$ cat config.mk
export PLATFORM = sky130hd
export DESIGN_NAME = sample_clock_gen
export DESIGN_NICKNAME = d
export VERILOG_FILES = /design/src/rtl/sample_clock_gen.sv
export SDC_FILE = /design/constraint.sdc
export NUM_CORES = 1
export LEC_CHECK = 0
export BUFFER_PORTS_ARGS = -buffer_cell sky130_fd_sc_hd__buf_4
export CORE_MARGIN = 10
export CORE_UTILIZATION = 23
export DETAILED_ROUTE_END_ITERATION = 16
export SLEW_MARGIN = 40
export SYNTH_ARGS = -nofsm -noshare
export SYNTH_HDL_FRONTEND = slang
export SYNTH_SLANG_ARGS = --single-unit
$ cat constraint.sdc
create_clock -name Clk -period 3.4 [get_ports Clk]
set_clock_uncertainty 0.05 [all_clocks]
set_input_delay 0.68 -clock Clk [delete_from_list [all_inputs] [get_ports Clk]]
set_output_delay 0.68 -clock Clk [all_outputs]
set_load 0.03 [all_outputs]
$ cat src/rtl/sample_clock_gen.sv
// rtl/sample_clock_gen.sv - sample clock divider with ADC/DAC gating and wrapping sample address
module sample_clock_gen #(
    parameter int HALF_DIV = 3125,
    parameter int CNT_W    = 12,
    parameter int FF_SHIFT = 1,
    parameter int ADDR_W   = 16,
    parameter int ADDR_MAX = 65535
) (
    input  logic              Clk,
    input  logic              Rst,
    input  logic [2:0]        State,
    input  logic              AddrClr,
    output logic              Clk1,
    output logic              ClkAD,
    output logic              ClkDA,
    output logic              SampleStb,
    output logic [ADDR_W-1:0] Addr,
    output logic              AddrWrap,
    output logic              Busy
);

    localparam logic [2:0] MODE_IDLE = 3'b000;
    localparam logic [2:0] MODE_REC  = 3'b001;
    localparam logic [2:0] MODE_PLAY = 3'b100;
    localparam logic [2:0] MODE_FF   = 3'b110;
    localparam logic [2:0] MODE_REW  = 3'b111;

    localparam logic [CNT_W-1:0]  LAST_NORM = CNT_W'(HALF_DIV - 1);
    localparam logic [CNT_W-1:0]  LAST_FAST = CNT_W'((HALF_DIV >> FF_SHIFT) - 1);
    localparam logic [ADDR_W-1:0] ADDR_LAST = ADDR_W'(ADDR_MAX);

    logic [2:0]        r_mode;
    logic [CNT_W-1:0]  r_cnt;
    logic              r_clk1;
    logic              r_clk_ad;
    logic              r_clk_da;
    logic              r_stb;
    logic [ADDR_W-1:0] r_addr;
    logic              r_wrap;
    logic              r_busy;

    logic [2:0]        w_state_dec;
    logic              w_active;
    logic [2:0]        w_eff_mode;
    logic [CNT_W-1:0]  w_last_cnt;
    logic              w_terminal;
    logic [2:0]        w_mode_nxt;
    logic              w_clk1_nxt;
    logic              w_ad_nxt;
    logic              w_da_nxt;
    logic              w_stb_nxt;

    always_comb begin
        w_state_dec = MODE_IDLE;
        case (State)
            MODE_REC, MODE_PLAY, MODE_FF, MODE_REW: w_state_dec = State;
            default:                                w_state_dec = MODE_IDLE;
        endcase
    end

    // Divisor follows the latched mode; from idle the incoming mode sets it straight away
    always_comb begin
        w_active   = (w_state_dec != MODE_IDLE);
        w_eff_mode = (r_mode == MODE_IDLE) ? w_state_dec : r_mode;
        w_last_cnt = (w_eff_mode == MODE_FF || w_eff_mode == MODE_REW) ? LAST_FAST : LAST_NORM;
        w_terminal = w_active && (r_cnt >= w_last_cnt);
    end

    always_ff @(posedge Clk or posedge Rst) begin
        if (Rst) begin
            r_mode <= MODE_IDLE;
        end else begin
            r_mode <= w_mode_nxt;
        end
    end

    always_comb begin
        w_mode_nxt = r_mode;
        if (!w_active) begin
            w_mode_nxt = MODE_IDLE;
        end else if (r_mode == MODE_IDLE || w_terminal) begin
            w_mode_nxt = w_state_dec;
        end
    end

    always_comb begin
        w_clk1_nxt = w_terminal ? ~r_clk1 : r_clk1;
        w_ad_nxt   = (w_mode_nxt == MODE_REC) && w_clk1_nxt;
        w_da_nxt   = (w_mode_nxt == MODE_PLAY || w_mode_nxt == MODE_FF ||
                      w_mode_nxt == MODE_REW) && w_clk1_nxt;
        w_stb_nxt  = w_terminal && !r_clk1;
    end

    // Idle freezes the count and Clk1 so a resume continues the same half period
    always_ff @(posedge Clk or posedge Rst) begin
        if (Rst) begin
            r_cnt    <= '0;
            r_clk1   <= 1'b0;
            r_clk_ad <= 1'b0;
            r_clk_da <= 1'b0;
            r_stb    <= 1'b0;
            r_busy   <= 1'b0;
        end else begin
            if (w_active) begin
                r_cnt <= w_terminal ? '0 : r_cnt + CNT_W'(1);
            end
            r_clk1   <= w_clk1_nxt;
            r_clk_ad <= w_ad_nxt;
            r_clk_da <= w_da_nxt;
            r_stb    <= w_stb_nxt;
            r_busy   <= (w_mode_nxt != MODE_IDLE);
        end
    end

    always_ff @(posedge Clk or posedge Rst) begin
        if (Rst) begin
            r_addr <= '0;
            r_wrap <= 1'b0;
        end else if (AddrClr) begin
            r_addr <= '0;
            r_wrap <= 1'b0;
        end else if (r_stb) begin
            if (r_mode == MODE_REW) begin
                r_wrap <= (r_addr == '0);
                r_addr <= (r_addr == '0) ? ADDR_LAST : r_addr - ADDR_W'(1);
            end else begin
                r_wrap <= (r_addr == ADDR_LAST);
                r_addr <= (r_addr == ADDR_LAST) ? '0 : r_addr + ADDR_W'(1);
            end
        end else begin
            r_wrap <= 1'b0;
        end
    end

    assign Clk1      = r_clk1;
    assign ClkAD     = r_clk_ad;
    assign ClkDA     = r_clk_da;
    assign SampleStb = r_stb;
    assign Addr      = r_addr;
    assign AddrWrap  = r_wrap;
    assign Busy      = r_busy;

endmodule
## Yosys cells after proc, flatten, opt, wreduce, memory -nomap -nowiden

Index checks and enable logic that the tools add are counted.

| cells by class | value |
|---|---|
| add/subtract/negate cells | 3 |
| magnitude comparators | 1 |
| equal/unequal tests | 12 |
| multiplexer cells | 15 |
| bitwise operators | 1 |
| reductions and logical operators | 15 |

Operators by type and width:

| operator | number |
|---|---|
| 16-bit two-way mux | 5 |
| 3-bit == test (second input constant) | 9 |
| 12-bit two-way mux | 2 |
| 16-bit by 1-bit adder with 16-bit output (second input constant) | 1 |
| 16-bit == test (second input constant) | 1 |
| 16-bit zero test | 1 |
| 16-bit by 1-bit subtractor with 16-bit output (second input constant) | 1 |
| 12-bit by 1-bit adder with 12-bit output (second input constant) | 1 |
| 12-bit >= comparator | 1 |
| 3-bit two-way mux | 4 |
| 3-bit by 1-bit == test with 1-bit output (second input constant) | 2 |
| 3-bit nonzero test | 2 |
| 1-bit logical AND | 4 |
| 1-bit logical OR | 4 |
| 1-bit two-way mux | 4 |
| 4-bit OR reduction | 1 |
| 3-bit zero test | 1 |
| 2-bit nonzero test | 1 |
| 1-bit zero test | 1 |
| 1-bit NOT | 1 |

| word-level totals | value |
|---|---|
| register bits | 37 |
| input port bits | 6 |
| output and inout port bits | 22 |

## Longest topological paths before layout

| logic depth | value |
|---|---|
| depth in word-level cells | 16 |
| mapped depth | 13 |
| gate-level depth less buffers | 12 |

## Worst setup path before layout

No wires, ideal clock.

| timing | value |
|---|---|
| path type | input -> register |
| start point | input State[2] |
| end point | register r_clk_ad, in the netlist ClkAD |
| setup time | 105 ps |
| data arrival time | 3247 ps |
| setup slack | -2 ps |
| stages on the path | 11 |
| buffers on the path | 2 |
| cells stage by stage | clkbuf_1 -> nand3_1 -> o21ai_0 -> ha_1 -> and4_1 -> and3_1 -> a211oi_2 -> buf_2 -> nor2_1 -> ha_1 -> nor4b_1 |

| on the way | value |
|---|---|
| word-level cells in the longest chain between the ends | 14 |
| elaborated cells between the ends (all ways) | 20 |
| classes of those cells | order compare: 1; eq/ne: 7; mux: 6; reduce/logical: 6 |

RTL lines:

| item | line | source |
|---|---|---|
| start: declaration | 11 | `input logic [2:0] State,` |
| 3-bit by 1-bit == test with 1-bit output / 3-bit == test (equally long branches) | 55 | `case (State)` |
| 4-bit OR reduction | 55 |  |
| 3-bit two-way mux (*) | 55 |  |
| 3-bit two-way mux | 64 | `w_eff_mode = (r_mode == MODE_IDLE) ? w_state_dec : r_mode;` |
| 3-bit == test | 65 | `w_last_cnt = (w_eff_mode == MODE_FF \|\| w_eff_mode == MODE_REW) ? LAST_FAST : LAST_NORM;` |
| 1-bit logical OR | 65 |  |
| 12-bit two-way mux | 65 |  |
| 12-bit >= comparator | 66 | `w_terminal = w_active && (r_cnt >= w_last_cnt);` |
| 1-bit logical AND | 66 |  |
| 1-bit logical OR | 81 | `end else if (r_mode == MODE_IDLE \|\| w_terminal) begin` |
| 3-bit two-way mux | 81 |  |
| 3-bit two-way mux | 79 | `if (!w_active) begin` |
| 3-bit by 1-bit == test with 1-bit output | 88 | `w_ad_nxt = (w_mode_nxt == MODE_REC) && w_clk1_nxt;` |
| 1-bit logical AND (*) | 88 |  |
| via w_ad_nxt | 49 | `logic w_ad_nxt;` |
| end signal: assignment | 108 | `r_clk_ad <= w_ad_nxt;` |
| end: declaration | 35 | `logic r_clk_ad;` |

The timed path passes the listed nets; every way through them passes the cells marked *.
A chain may end at the register's enable or synchronous reset.

## Worst setup path after layout

| timing | value |
|---|---|
| start point | register r_mode[2] |
| end point | register r_clk_da, in the netlist ClkDA |

| on the way | value |
|---|---|
| word-level cells in the longest chain between the ends | 14 |
| elaborated cells between the ends (all ways) | 18 |
| classes of those cells | order compare: 1; eq/ne: 5; mux: 5; reduce/logical: 7 |

RTL lines:

| item | line | source |
|---|---|---|
| start: declaration | 32 | `logic [2:0] r_mode;` |
| start signal: assignment | 73 | `r_mode <= w_mode_nxt;` |
| 3-bit zero test | 64, 81 |  |
| 3-bit two-way mux | 64 |  |
| 3-bit == test | 65 |  |
| 1-bit logical OR | 65 |  |
| 12-bit two-way mux | 65 |  |
| 12-bit >= comparator | 66 |  |
| 1-bit logical AND | 66 |  |
| 1-bit logical OR (*) | 81 |  |
| 3-bit two-way mux (*) | 81 |  |
| 3-bit two-way mux (*) | 79 |  |
| via w_mode_nxt[1] | 47 | `logic [2:0] w_mode_nxt;` |
| 3-bit == test | 89 | `w_da_nxt = (w_mode_nxt == MODE_PLAY \|\| w_mode_nxt == MODE_FF \|\|` |
| 1-bit logical OR | 89 |  |
| 1-bit logical OR (*) | 89 |  |
| 1-bit logical AND (*) | 90 | `w_mode_nxt == MODE_REW) && w_clk1_nxt;` |
| via w_da_nxt | 50 | `logic w_da_nxt;` |
| end signal: assignment | 109 | `r_clk_da <= w_da_nxt;` |
| end: declaration | 36 | `logic r_clk_da;` |

Marks and branches as above.

==> key figures <==
Global routing
  – GRT Total Usage: 8.69%
  – Global route total overflow: 0
  – Antenna violations before repair: 0
  – Wire length of the first global-routing pass: 11700 um
  – Largest net degree at the start of global routing: 38
  – Via count of the first global-routing pass: 2344

Timing
  – Total count of hold-check failures in the final report: 0
  – Total negative slack: 0 ns
  – Worst Max-Slew Pin Slew: 0.737 ns
  – Slew HR: 50.9%
  – Post-layout min period: 3.11 ns
  – Fin crit share: 91.4%
  – Maximum achievable frequency: 0.322 GHz
  – Slew Viols, Final: 0
  – Unrepaired setup endpoints after global routing: no
  – Final number of setup-violating endpoints: 0
  – Final Hold Slack: 0.472 ns

CTS
  – Insertion delay to the later sink of the worst-skew pair: 0.29 ns
  – TritonCTS Buffers: 5
  – Clock transition at path regs: 0.06 ns
  – H-Tree Depth: 2
  – Root Buffer Master: sky130_fd_sc_hd__clkbuf_16
  – Clock tree from TritonCTS: done
  – Total setup buffers inserted after CTS: 0
  – Post-cts gate resize count: 0
  – Clock buffer depth: 2
  – Clock sinks: 37
  – Total of hold buffers inserted after clock tree synthesis: 0

Outcome
  – Outcome: finished clean

Logic synthesis
  – Most instantiated library cell after synthesis: sky130_fd_sc_hd__dfrtp_1
  – Total of flip-flops plus latches after synthesis: 37
  – Top FF cell, synth: sky130_fd_sc_hd__dfrtp_1
  – Number of enable-type register cells in the synthesized netlist: 0
  – Most common library cells after synthesis: sky130_fd_sc_hd__dfrtp_1 (37), sky130_fd_sc_hd__nor2_1 (31), sky130_fd_sc_hd__nand2_1 (28)
  – Avg Synthesized Cell Area: 8.52 um^2
  – Cell taking the most area after synthesis: sky130_fd_sc_hd__dfrtp_1
  – Synthesis Warnings: 0
  – Sequential element share of the synthesized area: 35.3%
  – Number of unique standard cell types used by synthesis: 62
  – Portion of synthesized cell area occupied by the leading cell type: 35.3%
  – Async set-or-reset flop fraction in the synthesized netlist: 100%
  – Number of nets in the synthesized netlist: 325
  – Count of mapped cells out of synthesis: 308
  – Largest cells by area after synthesis: sky130_fd_sc_hd__dfrtp_1 (35%), sky130_fd_sc_hd__ha_1 (5.2%), sky130_fd_sc_hd__o21ai_0 (5.1%)
  – Synth Cell Area: 0.00263 mm^2

Route
  – Antenna-violating nets left: 0
  – Drt first-iter violations: 157
  – Detailed-route vias per instance: 5.11
  – Via total after detailed routing: 2410
  – First-pass DRT Iterations: 5
  – Routed Wire Length: 7060 um
  – Drc violations: 0
  – Routed length per placed instance: 15.0 um

Floorplan
  – Total I/O pin count: 28
  – Width of the die: 127 um
  – Starting utilization of the core area: 23.9%
  – Height of the die: 127 um
  – Number of cell rows: 38
  – Core area: 0.0110 mm^2
  – Floorplan die area: 0.0161 mm^2

Pwr
  – PwrDens: 412 mW/mm^2
  – IR drop worst, VDD: 0.000237 V
  – Reported leakage power: 0.00137 uW

Min path
  – Worst hold path class: primary input to asynchronous set/reset pin

Setup path
  – Capturing element type of the critical path: register
  – Critical path arrival: 3.23 ns
  – Required time of the worst setup path: 3.52 ns
  – Startpoint class of the critical path: register
  – Number of cells on the worst reg-to-reg path: 10
  – Critical path class: register to register
  – Max FO, Critical Path: 8

Placement
  – Port bufs: 27
  – Gp weighted congestion: 0.886
  – HPWL after DPL: 5130 um

Final layout
  – P&R area growth vs syn: 18.1%
  – Proportion of layout cells with a drive suffix above 1: 16.9%
  – Number of nets in the layout: 348
  – Antenna diode count: 0

Job
  – Max Cap Violations: 0
## layout make-up
type                       count  area, um^2
clock buffer                   6         129
clock inverter                 2        38.8
fill                        1141        7880
inverter                      14        52.6
multi-input combinational    240        1530
sequential                    37         926
tap                          140         175
timing repair buffer          33         248
## report_power, final
part           total [uW]  switching, uW  internal [uW]
clock                 547            199            348
sequential            539           56.8            482
combinational         190            110           80.4
## kinds of logic (layout without fill, tap and decap cells)
family          after synthesis  in the layout  synth area share (%)
simple gates                126            126                  25.6
xor+xnor                     17             17                  5.67
flops                        37             37                  35.3
fa+ha+maj                    11             11                  5.24
compound gates               85             85                  21.4
mux                           1              1                 0.381
buf+inv                      31             55                  6.43
## through the flow
step	worst slack [ns]	std cells	total power (uW)	area [um^2]	utilization [%]
2_1_floorplan	0.122	308	669	2630	-
3_3_place_gp	0.331	464	728	2930	26.7
3_5_place_dp	0.200	464	736	2930	26.7
4_1_cts	0.303	472	1290	3100	28.2
5_1_grt	0.0757	472	1340	3100	28.2
6_report	0.291	472	1280	3100	28.2
## worst max-delay path: stages (launching register included)
cell,delay (ns)
sky130_fd_sc_hd__dfrtp_1,0.46
sky130_fd_sc_hd__nor2_1,0.21
sky130_fd_sc_hd__nand3_1,0.10
sky130_fd_sc_hd__o21ai_1,0.35
sky130_fd_sc_hd__ha_1,0.32
sky130_fd_sc_hd__and4_1,0.20
sky130_fd_sc_hd__and3_1,0.18
sky130_fd_sc_hd__a211oi_2,0.36
sky130_fd_sc_hd__nor3b_1,0.21
sky130_fd_sc_hd__o21ai_0,0.16
sky130_fd_sc_hd__o311a_1,0.38
## flip-flops by register name, summed over array words and instances (netlist names)
register,flops
r_cnt,12
AddrWrap,1
r_mode,3
Addr,16
Clk1,1
Busy,1
ClkDA,1
SampleStb,1
ClkAD,1
## path summary, 6_finish.rpt
kind                           start        to  slack, ns
setup / recovery           r_mode[2]     ClkDA       0.29
min in group Clk            r_cnt[1]  r_cnt[1]       0.51
max in group asynchronous        Rst  Addr[13]       2.49
setup reg to reg           r_mode[2]     ClkDA       0.29
hold reg to reg             r_cnt[1]  r_cnt[1]       0.51
hold / removal                   Rst   Addr[5]       0.47
## placed cells by master (no fill, tap or decap), types with 5 or more instances in the layout
| cell type | count |
|---|---|
| sky130_fd_sc_hd__dfrtp_1 | 37 |
| sky130_fd_sc_hd__buf_4 | 33 |
| sky130_fd_sc_hd__nor2_1 | 31 |
| sky130_fd_sc_hd__nand2_1 | 28 |
| sky130_fd_sc_hd__o21ai_0 | 26 |
| sky130_fd_sc_hd__a21oi_1 | 17 |
| sky130_fd_sc_hd__inv_1 | 14 |
| sky130_fd_sc_hd__nand3_1 | 14 |
| sky130_fd_sc_hd__ha_1 | 11 |
| sky130_fd_sc_hd__nor3_1 | 9 |
| sky130_fd_sc_hd__xnor2_1 | 9 |
| sky130_fd_sc_hd__nand4_1 | 8 |
| sky130_fd_sc_hd__xor2_1 | 8 |
| sky130_fd_sc_hd__nor4_1 | 5 |
| sky130_fd_sc_hd__a31oi_1 | 5 |
| sky130_fd_sc_hd__a21o_1 | 5 |
| sky130_fd_sc_hd__clkbuf_16 | 5 |
## metal layers
| layer | routed length [um] | up-vias | GRT usage (%) |
|---|---|---|---|
| li1 | - | 1165 | - |
| met1 | 3270 | 1151 | 11.1 |
| met2 | 3230 | 81 | 13.3 |
| met3 | 438 | 13 | 2.62 |
| met4 | 122 | 0 | 3.48 |
| met5 | 0 | - | 0 |
Note: power is estimated with default switching activity, not from simulation.
